### src/rtl/intc6.sv
// ---------------------------------------------------------------------------
// intc6 -- six-source interrupt controller feeding the CPU hwint[5:0] input.
//
// Each device request is captured as an edge event or tracked as a level.
// A software mask gates the captured requests, and the result is registered
// onto hwint. A four-word register window on the device bus lets the handler
// identify, acknowledge and mask sources.
//
// Optional feature (compile-time macro):
//   INTC_SYNC_EN  adds a 2-flop synchronizer on every irq_src bit, for
//                 asynchronous sources. This adds two cycles of latency.
//                 When the macro is undefined, irq_src is sampled directly.
//
// Ports:
//   clk      in   1   system clock, rising edge active
//   rst      in   1   asynchronous reset, active low
//   irq_src  in   6   raw device requests, active high; bit i -> hwint[i]
//   sel      in   1   bridge chip-select for this register window
//   we       in   1   write strobe, qualified by sel
//   addr     in   2   word offset: 0 PEND, 1 MASK, 2 MODE, 3 VEC
//   wdata    in  32   write data, bits [5:0] used
//   rdata    out 32   combinational read data selected by addr
//   hwint    out  6   registered PEND & MASK, to CP0
//
// Bus access semantics: the window has no handshake. An access is one cycle.
// A write takes effect at the rising edge where sel and we are both high.
// A read is combinational from addr and has no side effects. Cycles without
// sel change nothing.
// ---------------------------------------------------------------------------
module intc6 (
    input  logic        clk,
    input  logic        rst,
    input  logic [5:0]  irq_src,
    input  logic        sel,
    input  logic        we,
    input  logic [1:0]  addr,
    input  logic [31:0] wdata,
    output logic [31:0] rdata,
    output logic [5:0]  hwint
);

    localparam logic [1:0] ADDR_PEND = 2'd0;
    localparam logic [1:0] ADDR_MASK = 2'd1;
    localparam logic [1:0] ADDR_MODE = 2'd2;
    localparam logic [1:0] ADDR_VEC  = 2'd3;

    logic [5:0] s;          // sampled source
    logic [5:0] s_d;        // s delayed one cycle
    logic [5:0] rise;       // rising-edge events this cycle
    logic [5:0] pend;
    logic [5:0] mask;
    logic [5:0] mode;       // 0 = edge, 1 = level
    logic [5:0] pend_w1c;
    logic [5:0] pend_next;
    logic [5:0] active;
    logic [2:0] vec_idx;
    logic       wr_en;

    // Only wdata[5:0] carries register bits.
    logic unused_wdata;
    assign unused_wdata = ^wdata[31:6];

`ifdef INTC_SYNC_EN
    logic [5:0] sync_q1;
    logic [5:0] sync_q2;

    always_ff @(posedge clk or negedge rst) begin
        if (!rst) begin
            sync_q1 <= '0;
            sync_q2 <= '0;
        end else begin
            sync_q1 <= irq_src;
            sync_q2 <= sync_q1;
        end
    end

    assign s = sync_q2;
`else
    assign s = irq_src;
`endif

    assign rise     = s & ~s_d;
    assign wr_en    = sel & we;
    assign pend_w1c = (wr_en && addr == ADDR_PEND) ? wdata[5:0] : 6'd0;
    assign active   = pend & mask;

    // Level bits follow the source and ignore software clears.
    // Edge bits are set by a new edge. The set term is ORed in after the
    // clear, so an edge that arrives during an acknowledge is kept.
    assign pend_next = (mode & s) | (~mode & (rise | (pend & ~pend_w1c)));

    always_ff @(posedge clk or negedge rst) begin
        if (!rst) begin
            s_d   <= '0;
            pend  <= '0;
            mask  <= '0;
            mode  <= '0;
            hwint <= '0;
        end else begin
            s_d   <= s;
            pend  <= pend_next;
            // Uses the PEND and MASK values from before this edge, so a mask
            // write is seen on hwint one edge later.
            hwint <= active;
            if (wr_en && addr == ADDR_MASK) begin
                mask <= wdata[5:0];
            end
            if (wr_en && addr == ADDR_MODE) begin
                mode <= wdata[5:0];
            end
        end
    end

    // Lowest active index wins. The loop runs downwards so the last
    // assignment is the lowest set bit.
    always_comb begin
        vec_idx = 3'd0;
        for (int i = 5; i >= 0; i--) begin
            if (active[i]) begin
                vec_idx = 3'(i);
            end
        end
    end

    always_comb begin
        rdata = 32'd0;
        case (addr)
            ADDR_PEND: rdata[5:0] = pend;
            ADDR_MASK: rdata[5:0] = mask;
            ADDR_MODE: rdata[5:0] = mode;
            ADDR_VEC: begin
                rdata[31]  = |active;
                rdata[2:0] = vec_idx;
            end
            default:   rdata = 32'd0;
        endcase
    end

endmodule

### config.mk
export PLATFORM = sky130hd
export DESIGN_NAME = intc6
export DESIGN_NICKNAME = d
export VERILOG_FILES = /design/src/rtl/intc6.sv
export SDC_FILE = /design/constraint.sdc
export NUM_CORES = 1
export LEC_CHECK = 0
export CAP_MARGIN = 15
export CORE_MARGIN = 1
export CORE_UTILIZATION = 42
export DETAILED_ROUTE_END_ITERATION = 7
export PLACE_DENSITY = 0.88
export SYNTH_ARGS = -nofsm -noshare
export SYNTH_HDL_FRONTEND = slang
export SYNTH_SLANG_ARGS = --single-unit
### constraint.sdc
create_clock -name clk -period 3.31 [get_ports clk]
set_clock_uncertainty 0.2 [all_clocks]
set_input_delay 0.331 -clock clk [delete_from_list [all_inputs] [get_ports clk]]
set_output_delay 0.331 -clock clk [all_outputs]
set_load 0.005 [all_outputs]
==> impl_results.md <==
- Crit-path cells: and2_1, or4_1, a21oi_1, clkdlybuf4s50_1
- Register Area: 751 um2
- Max_cap viols: 0
- CP max stage cell: or4_1
- Longest Clk Path Bufs: 2
- CP endpoint: rdata[0]
- Footprint of the multi-input gates: 599 um2
- Hold Crit Class: in2async
- Syn_area_per_cell: 10.7 um2
- Power density over cell area: 512 nW/um2
- Global Route Usage Sum: 0.163
- Cell area after layout: 1820 um2
- Final HPWL DP: 2020 um
- Worst setup SP type: flip-flop
- Placed instance count: 216
- Final Setup Violations: 0
- DRT Wirelength: 2680 um
- Slew @ Worst Pin: 0.522 ns
- Crit-path max cell delay: 0.51 ns
- Routed len/inst: 12.0 um
- DR vias: 1038
- Largest area contributor in the synthesized netlist: dfrtp_1
- Starting Density: 0.445
- Endpoint class of the critical path: output port
- Die span in y: 61.9 um
- DP Area: 1780 um2
- Area grow syn2layout: 20.6%
- Vias in the first global route: 926
- Routability cong.: 0.752
- RR Startpoint: mode[5]$_DFFE_PN0P_
- Layout cells sized above 1: 0.124
- Die Span X: 61.9 um
- Num CTS Buffers: 5
- Top post-synthesis cells by area: dfrtp_1, buf_4, mux2_4
- Routed Antenna Nets: 0
- EDFF count, synth: 0
- Endpoints failing hold: 0
- N_diodes: 0
- Clock transition at path regs: 0.08 ns
- FF-to-FF End: pend[5]$_DFF_PN0_
- Worst path depth: 4
- Row count: 21
- Share of synthesized registers carrying an async set or reset: 1.00
- Worst VDD drop: 0.158 mV
- Slew margin rel.: 0.650
- Critical path type: reg2out
- Top FF cell, synth: dfrtp_1
- Detailed Route Iter0 Violations: 39
- Fin Setup TNS: 0 ns
- Syn. warnings: 0
- Placeable Area: 3390 um2
- CTS Root Cell: clkbuf_4
- Initial antenna violation count: 0
- TritonRoute pass-1 iters: 4
- Flop2flop setup slack: 2.25 ns
- H-tree Lvls: 2
- Slew Limit Fails: 0
- Fmax: 0.383 GHz
- Clk sinks: 30
- Outcome: completed
- Register bit total from synthesis: 30
- Nets: 221
- Post-synthesis cell area: 1510 um2
- Post-CTS Setup Bufs: 0
- Fillcell total: 301
- Seq/Total Area, Yosys: 0.498
- I/O pin count: 82
- Top-area cell type share of the netlist area: 0.498
- Post-CTS Hold Fix Bufs: 0
- Via density: 4.65
- Grt total ovfl: 0
- CTS tree: built
- Crit path launch: pend[2]$_DFF_PN0_
- Cell variety after synth: 29
- Final period demand of the worst path: 2.61 ns
- First-pass GRT wire length: 4280 um
- Die ar.: 3840 um2
- Largest net degree at the start of global routing: 31
- Post-synthesis instance total: 141
- Fin crit share: 0.789
- CP bufs+invs: 1
- RSZ-0062 raised after global routing: no
- Non-filler cells, final: 223
- Worst-path fanout max: 4
- Worst Path Arrival: 2.08 ns
- Post-CTS sizing: 0
- R2R cell count: 3
- DR DRC count: 0
- Worst endpoint required time: 2.78 ns
- Crit path max-delay family: simple AND/OR/NAND/NOR gates
- Clk_lat worst skew: 0.32 ns
- Leak pwr: 0.000856 uW
- Port Buffers: 30
==> area by class of cell <==
cell class / instances / share of cell area
inverter: 12 / 0.0247
sequential: 30 / 0.412
tap: 46 / 0.0316
clock buffer: 7 / 0.0247
timing repair buffer: 33 / 0.177
multi-input combinational: 95 / 0.329
==> metal layers <==
| metal | GRT usage | vias to the layer above | share of wire |
|---|---|---|---|
| li1 | - | 505 | - |
| met1 | 0.198 | 487 | 0.43 |
| met2 | 0.245 | 41 | 0.50 |
| met3 | 0.0621 | 5 | 0.059 |
| met4 | 0.0952 | 0 | 0.015 |
| met5 | 0 | - | 0 |
==> Yosys cell counts (2+ instances only) <==
cell type  instances
a21oi_1            5
a221oi_1           2
a31oi_1            2
a32o_1             6
and2_1             3
buf_4             26
dfrtp_1           30
inv_1             11
mux2_2             6
mux2_4             6
mux2i_1            3
nand2_1           20
nor3_1             2
o21ai_0            4
==> how the worst min path moves through the flow <==
| stage | from | end | depth (start not counted) |
|---|---|---|---|
| floorplan | rst | hwint[0]$_DFF_PN0_ | 0 |
| global placement | mode[1]$_DFFE_PN0P_ | mode[1]$_DFFE_PN0P_ | 1 |
| detailed placement | mode[1]$_DFFE_PN0P_ | mode[1]$_DFFE_PN0P_ | 1 |
| CTS | rst | mask[1]$_DFFE_PN0P_ | 2 |
| global route | rst | hwint[3]$_DFF_PN0_ | 2 |
| finish | rst | pend[1]$_DFF_PN0_ | 2 |
==> state kept, by name, indices dropped and copies added (netlist names) <==
register / cells
pend: 6
mask: 6
s_d: 6
hwint: 6
mode: 6
==> metrics by stage <==
stage          hold slack [ns]  utilization  setup WS [ns]  power, uW
2_1_floorplan           -0.165            -           1.59        639
6_report                 0.187        0.537          0.700        932
3_5_place_dp             0.294        0.524          0.718        749
4_1_cts                  0.183        0.537          0.667        942
5_1_grt                  0.224        0.537          0.602        997
3_3_place_gp             0.288        0.524          0.700        737
==> cell usage in the layout, fill, tap and decap left out, types with 3 or more instances in the layout <==
master,synthesis,routed
and2_1,3,3
nand2_1,20,20
dfrtp_1,30,30
buf_4,26,3
a32o_1,6,6
conb_1,1,25
o21ai_0,4,4
mux2_4,6,6
clkbuf_4,0,5
mux2i_1,3,3
mux2_2,6,6
clkdlybuf4s50_1,0,30
a21oi_1,5,5
inv_1,11,11
==> worst register-to-register path: cells and delay by family (launching register included) <==
kind / cells / cell delay (ns)
DFF: 1 / 0.41
AOI/OAI and AO/OA: 1 / 0.20
buffers and inverters: 1 / 0.09
and+or+nand+nor: 1 / 0.06
==> cells by family after synthesis <==
group	Yosys count	synth area share
mux	15	0.124
compound gates	22	0.106
simple gates	33	0.104
flops	30	0.498
buf+inv	40	0.165
other cells	1	0.00249
==> power breakdown <==
part | total, uW | switching (uW) | internal [uW] | leakage (uW)
Combinational | 258 | 103 | 155 | 0.000473
Clock | 190 | 110 | 79.8 | 0.0000254
Sequential | 484 | 49.1 | 435 | 0.000358
No activity file was read; power rests on OpenSTA's default activity.
==> RTL change 1, RTL diff (config.mk and constraints unchanged) <==
Build with the macro `INTC_SYNC_EN` defined.
--- a/src/rtl/intc6.sv
+++ b/src/rtl/intc6.sv
@@ -28,4 +28,6 @@
 // sel change nothing.
 // ---------------------------------------------------------------------------
+`define INTC_SYNC_EN
+
 module intc6 (
     input  logic        clk,
Function: changed (Yosys sat finds a counterexample within 4 cycles, from zero or initial values and one cycle with rst low).
==> RTL change 1 against the original RTL <==
  * Sequential cell count rose by 12
  * Final area rose by 21%
  * Area after synthesis up 21%
  * Global-route usage decreased by 1.4 points
  * Critical path depth is 2 higher
  * Routed wire length grew 9.6%
  * Sequential power rose by 32%
  * Worst setup slack better by 3.8 ps
  * Via count is 7.0% higher
  * Utilization up 0.18 points
  * Power up 37%
  * Critical path type is now primary input to output port
  * Largest cell class unchanged
  * Highest routed layer unchanged
==> RTL change 1: results <==
metrics = {
    "status": {
        "status": "completed",
    },
    "synth": {
        "mappedNetlistArea_um2": 1828,
        "synth_compound_area_frac": 0.08966,
        "yosysSeqAreaShare": 0.5749,
        "synthDistinctLibCells": 25,
        "yosys-top-cells-area": "dfrtp_1, buf_4, mux2_2",
        "synthTopCellsByCount": "dfrtp_1, buf_4, nand2_1",
    },
    "route": {
        "dr_wl_met2_um": 1463,
        "avgViaCountPerCell": 4.610,
        "drt_iter0_drc": 49,
        "avgRoutedWirePerCell_um": 12.17,
        "route.met3.wl_um": 147,
        "drt-met1-wl_um": 1272,
    },
    "final_layout": {
        "clock_area_frac": 0.04943,
        "seq_cells": 42,
        "multi_input_gates": 97,
        "ff_latch_area_um2": 1051,
        "buffer_area_frac": 0.1455,
        "fin_nets": 234,
        "fill_cells": 360,
        "multiInputGateArea_um2": 618.1,
    },
    "placement": {
        "dp_hpwl_um": 2187,
    },
    "clock_tree": {
        "ctsHoldBuffers": 1,
        "cts-root-buf": "clkbuf_8",
        "clk_latency_ps": 290,
    },
    "power_and_ir_drop": {
        "total_leakage_power_nw": 1.019,
        "ir_worst_vdd_mv": 0.2357,
        "powerDensity_nw_per_um2": 580.0,
    },
    "timing": {
        "relSlewSlack": 0.4085,
    },
    "grt": {
        "grt_start_max_net_pins": 43,
        "grt_util_all_layers": 0.1487,
        "grt_first_pass_wirelength_um": 4912,
        "grt_pass1_vias": 1123,
    },
    "setup_path": {
        "critPathMaxFanout": 8,
    },
    "worst_hold_path": {
        "hold_class": "flop to flop",
    },
}
==> RTL change 1: power by group <==
| part | internal, W | switching, W |
|---|---|---|
| Sequential | 0.000589 | 0.0000483 |
| Clock | 0.000222 | 0.000161 |
| Combinational | 0.000147 | 0.000109 |
==> RTL change 1: worst paths after layout <==
kind / start / end / slack (ps) / depth (start not counted)
min in group asynchronous: rst / sync_q1[2] / 490 / 2
max in group asynchronous: rst / hwint[3] / 1860 / 2
hold / removal: sync_q1[0] / s[0] / 150 / 0
hold reg to reg: sync_q1[0] / s[0] / 150 / 0
setup / recovery: addr[0] / rdata[0] / 700 / 6
setup reg to reg: mode[2] / pend[2] / 2260 / 3
==> RTL change 1: cells by family (layout without fill, tap and decap cells) <==
| kind of cell | count (synthesis) | after routing |
|---|---|---|
| AND/OR/NAND/NOR | 35 | 35 |
| buffers and inverters | 39 | 52 |
| AO/OA/AOI/OAI | 22 | 22 |
| other | 1 | 25 |
| multiplexers | 15 | 15 |
| flip-flops | 42 | 42 |
==> RTL change 1: metrics by stage <==
| stage | setup WS, ps | power [W] |
|---|---|---|
| 5_1_grt | 567.6 | 0.001357 |
| 6_report | 703.7 | 0.001277 |
| 3_3_place_gp | 696.2 | 0.0008935 |
| 4_1_cts | 701.4 | 0.001293 |
| 3_5_place_dp | 711.6 | 0.0009050 |
| 2_1_floorplan | 1679 | 0.0007939 |
==> RTL change 1: worst max-delay path, stage by stage <==
cell and delay, ps:
clkdlybuf4s50_1 640, nand2_1 160, nor2_1 150, a22oi_1 80, a21oi_1 180, clkdlybuf4s50_1 530
==> RTL change 1: metal layers <==
layer / up-vias / GRT usage
met5: - / 0
met4: 0 / 0.07031
met3: 5 / 0.04000
met2: 34 / 0.2402
met1: 532 / 0.1837
li1: 540 / -
==> RTL change 2, RTL diff (same flow settings) <==
Without the edit above. Add an input register stage for `sel`, `we`, `addr` and `wdata`, with the module's reset; this delays them by one clock. The other inputs are not delayed to match. Comments in the files are not updated.
--- a/src/rtl/intc6.sv
+++ b/src/rtl/intc6.sv
@@ -45,4 +45,23 @@
     localparam logic [1:0] ADDR_VEC  = 2'd3;
 
+    logic sel_q;
+    logic we_q;
+    logic [1:0] addr_q;
+    logic [31:0] wdata_q;
+
+    always_ff @(posedge clk or negedge rst) begin
+        if (!rst) begin
+            sel_q   <= '0;
+            we_q    <= '0;
+            addr_q  <= '0;
+            wdata_q <= '0;
+        end else begin
+            sel_q   <= sel;
+            we_q    <= we;
+            addr_q  <= addr;
+            wdata_q <= wdata;
+        end
+    end
+
     logic [5:0] s;          // sampled source
     logic [5:0] s_d;        // s delayed one cycle
@@ -59,5 +78,5 @@
     // Only wdata[5:0] carries register bits.
     logic unused_wdata;
-    assign unused_wdata = ^wdata[31:6];
+    assign unused_wdata = ^wdata_q[31:6];
 
 `ifdef INTC_SYNC_EN
@@ -81,6 +100,6 @@
 
     assign rise     = s & ~s_d;
-    assign wr_en    = sel & we;
-    assign pend_w1c = (wr_en && addr == ADDR_PEND) ? wdata[5:0] : 6'd0;
+    assign wr_en    = sel_q & we_q;
+    assign pend_w1c = (wr_en && addr_q == ADDR_PEND) ? wdata_q[5:0] : 6'd0;
     assign active   = pend & mask;
 
@@ -103,9 +122,9 @@
             // write is seen on hwint one edge later.
             hwint <= active;
-            if (wr_en && addr == ADDR_MASK) begin
-                mask <= wdata[5:0];
+            if (wr_en && addr_q == ADDR_MASK) begin
+                mask <= wdata_q[5:0];
             end
-            if (wr_en && addr == ADDR_MODE) begin
-                mode <= wdata[5:0];
+            if (wr_en && addr_q == ADDR_MODE) begin
+                mode <= wdata_q[5:0];
             end
         end
@@ -125,5 +144,5 @@
     always_comb begin
         rdata = 32'd0;
-        case (addr)
+        case (addr_q)
             ADDR_PEND: rdata[5:0] = pend;
             ADDR_MASK: rdata[5:0] = mask;
Function: changed (a bounded check fails within 4 cycles, from zero or initial values and one cycle with rst low).
==> RTL change 2 against the original RTL <==
  * Area after synthesis increased by 18%
  * Largest cell class unchanged
  * Routed wire length increased by 4.9%
  * Worst setup slack got worse by 68 ps
  * Cell count increased by 6.3%
  * Sequential power increased by 28%
  * Power increased by 42%
  * Die area increased by 17%
  * Largest power group unchanged
  * Final area increased by 19%
  * Sequential cell count increased by 10
==> RTL change 2: results <==
metrics = {
    "final_layout": {
        "fill_cells": 352,
        "drive_gt1_frac": 0.1337,
        "multiInputGateArea_um2": 618.1,
        "num_antenna_cells": 0,
    },
    "route": {
        "avgRoutedWirePerCell_um": 11.85,
        "drt_iter0_drc": 101,
        "dr.pass1.iters": 5,
        "wl_um": 2808,
        "vias": 1116,
    },
    "grt": {
        "grt_start_max_net_pins": 41,
        "grt_util_all_layers": 0.1466,
        "grt_pass1_vias": 1006,
        "grt_first_pass_wirelength_um": 4671,
        "grt_antenna_before_repair": 0,
    },
    "clock_tree": {
        "cts_inserted_buffers": 5,
        "ctsHoldBuffers": 1,
        "cts-resized-gates": 0,
        "postCtsSetupBuffers": 0,
        "clk_latency_ps": 290,
        "clk_pin_slew_worst_paths_ps": 80,
        "cts-root-buf": "clkbuf_8",
        "htreeDepth": 2,
    },
    "power_and_ir_drop": {
        "total_leakage_power_nw": 0.9976,
        "p_int_w": 0.001006,
        "ir_worst_vdd_mv": 0.2902,
    },
    "placement": {
        "place_inst": 229,
        "place_ws_ps": 939.5,
        "dp_hpwl_um": 2010,
        "placed_area_um2": 2026,
        "gp_congestion": 0.8137,
    },
    "setup_path": {
        "critPathMaxFanout": 13,
        "critPathMaxStageDelay_ps": 610,
        "path_delay_family": "flip-flops",
        "crit_arrival_ps": 2150,
        "crit_slowest_cell": "dfrtp_1",
    },
    "status": {
        "status": "completed",
    },
    "timing": {
        "tightest_slew_ps": 849.2,
    },
    "synth": {
        "yosysSeqAreaShare": 0.5630,
        "synthTopCellsByCount": "dfrtp_1, buf_4, nand2_1",
        "synthDistinctLibCells": 25,
        "syn-mean-instance-area_um2": 11.70,
        "yosys-top-cells-area": "dfrtp_1, buf_4, mux2_2",
        "async_flop_share": 1.000,
        "synth-edff-count": 0,
        "yosys_warnings": 0,
    },
    "worst_hold_path": {
        "hold_class": "primary input to flop",
    },
}
==> RTL change 2: cell types whose count changed after synthesis, sizes merged, moves of 2 or more <==
cell    change
a22oi       +2
a221oi      -2
dfrtp      +10
a21oi       -4
o21ai       +3
a21o        +2
==> RTL change 2: cell type report <==
type,instances,share of cell area
Clock buffer,5,0.03179
Clock inverter,2,0.02775
Inverter,11,0.01908
Multi-Input combinational cell,97,0.2855
Sequential cell,40,0.4624
Tap cell,50,0.02890
Timing Repair Buffer,32,0.1445
==> RTL change 2: layer usage <==
layer,track usage,routed length [µm],up-vias
met5,0,0,-
met4,0.07181,54,0
met3,0.04110,161,7
met2,0.2150,1344,52
met1,0.1965,1246,520
li1,-,-,537
==> RTL change 2: kinds of logic (layout without fill, tap and decap cells) <==
group | Yosys count | after routing | share of synthesized area
muxes | 15 | 15 | 0.09289
and+or+nand+nor | 35 | 35 | 0.1098
buffers and inverters | 39 | 50 | 0.1400
other | 1 | 25 | 0.002109
AOI/OAI and AO/OA | 22 | 22 | 0.09218
DFF | 40 | 40 | 0.5630
==> RTL change 2: power by group through the flow <==
stage	logic (W)	registers (W)	clock network, W
after floorplan	0.000158	0.000612	0
after global placement	0.000241	0.000623	0
after detailed placement	0.000248	0.000628	0
after CTS	0.000250	0.000618	0.000464
after global routing	0.000281	0.000628	0.000488
final	0.000247	0.000618	0.000459
==> RTL change 2: final timing paths <==
path | cells after the start | slack (ps) | endpoint | startpoint
setup / recovery | 4 | 630 | rdata[1] | addr_q[1]
hold / removal | 1 | 270 | wdata_q[5] | wdata[5]
setup reg to reg | 3 | 1640 | mode[4] | addr_q[1]
hold reg to reg | 1 | 310 | mode[2] | mode[2]
max in group asynchronous | 2 | 1900 | hwint[2] | rst
min in group asynchronous | 2 | 470 | wdata_q[5] | rst
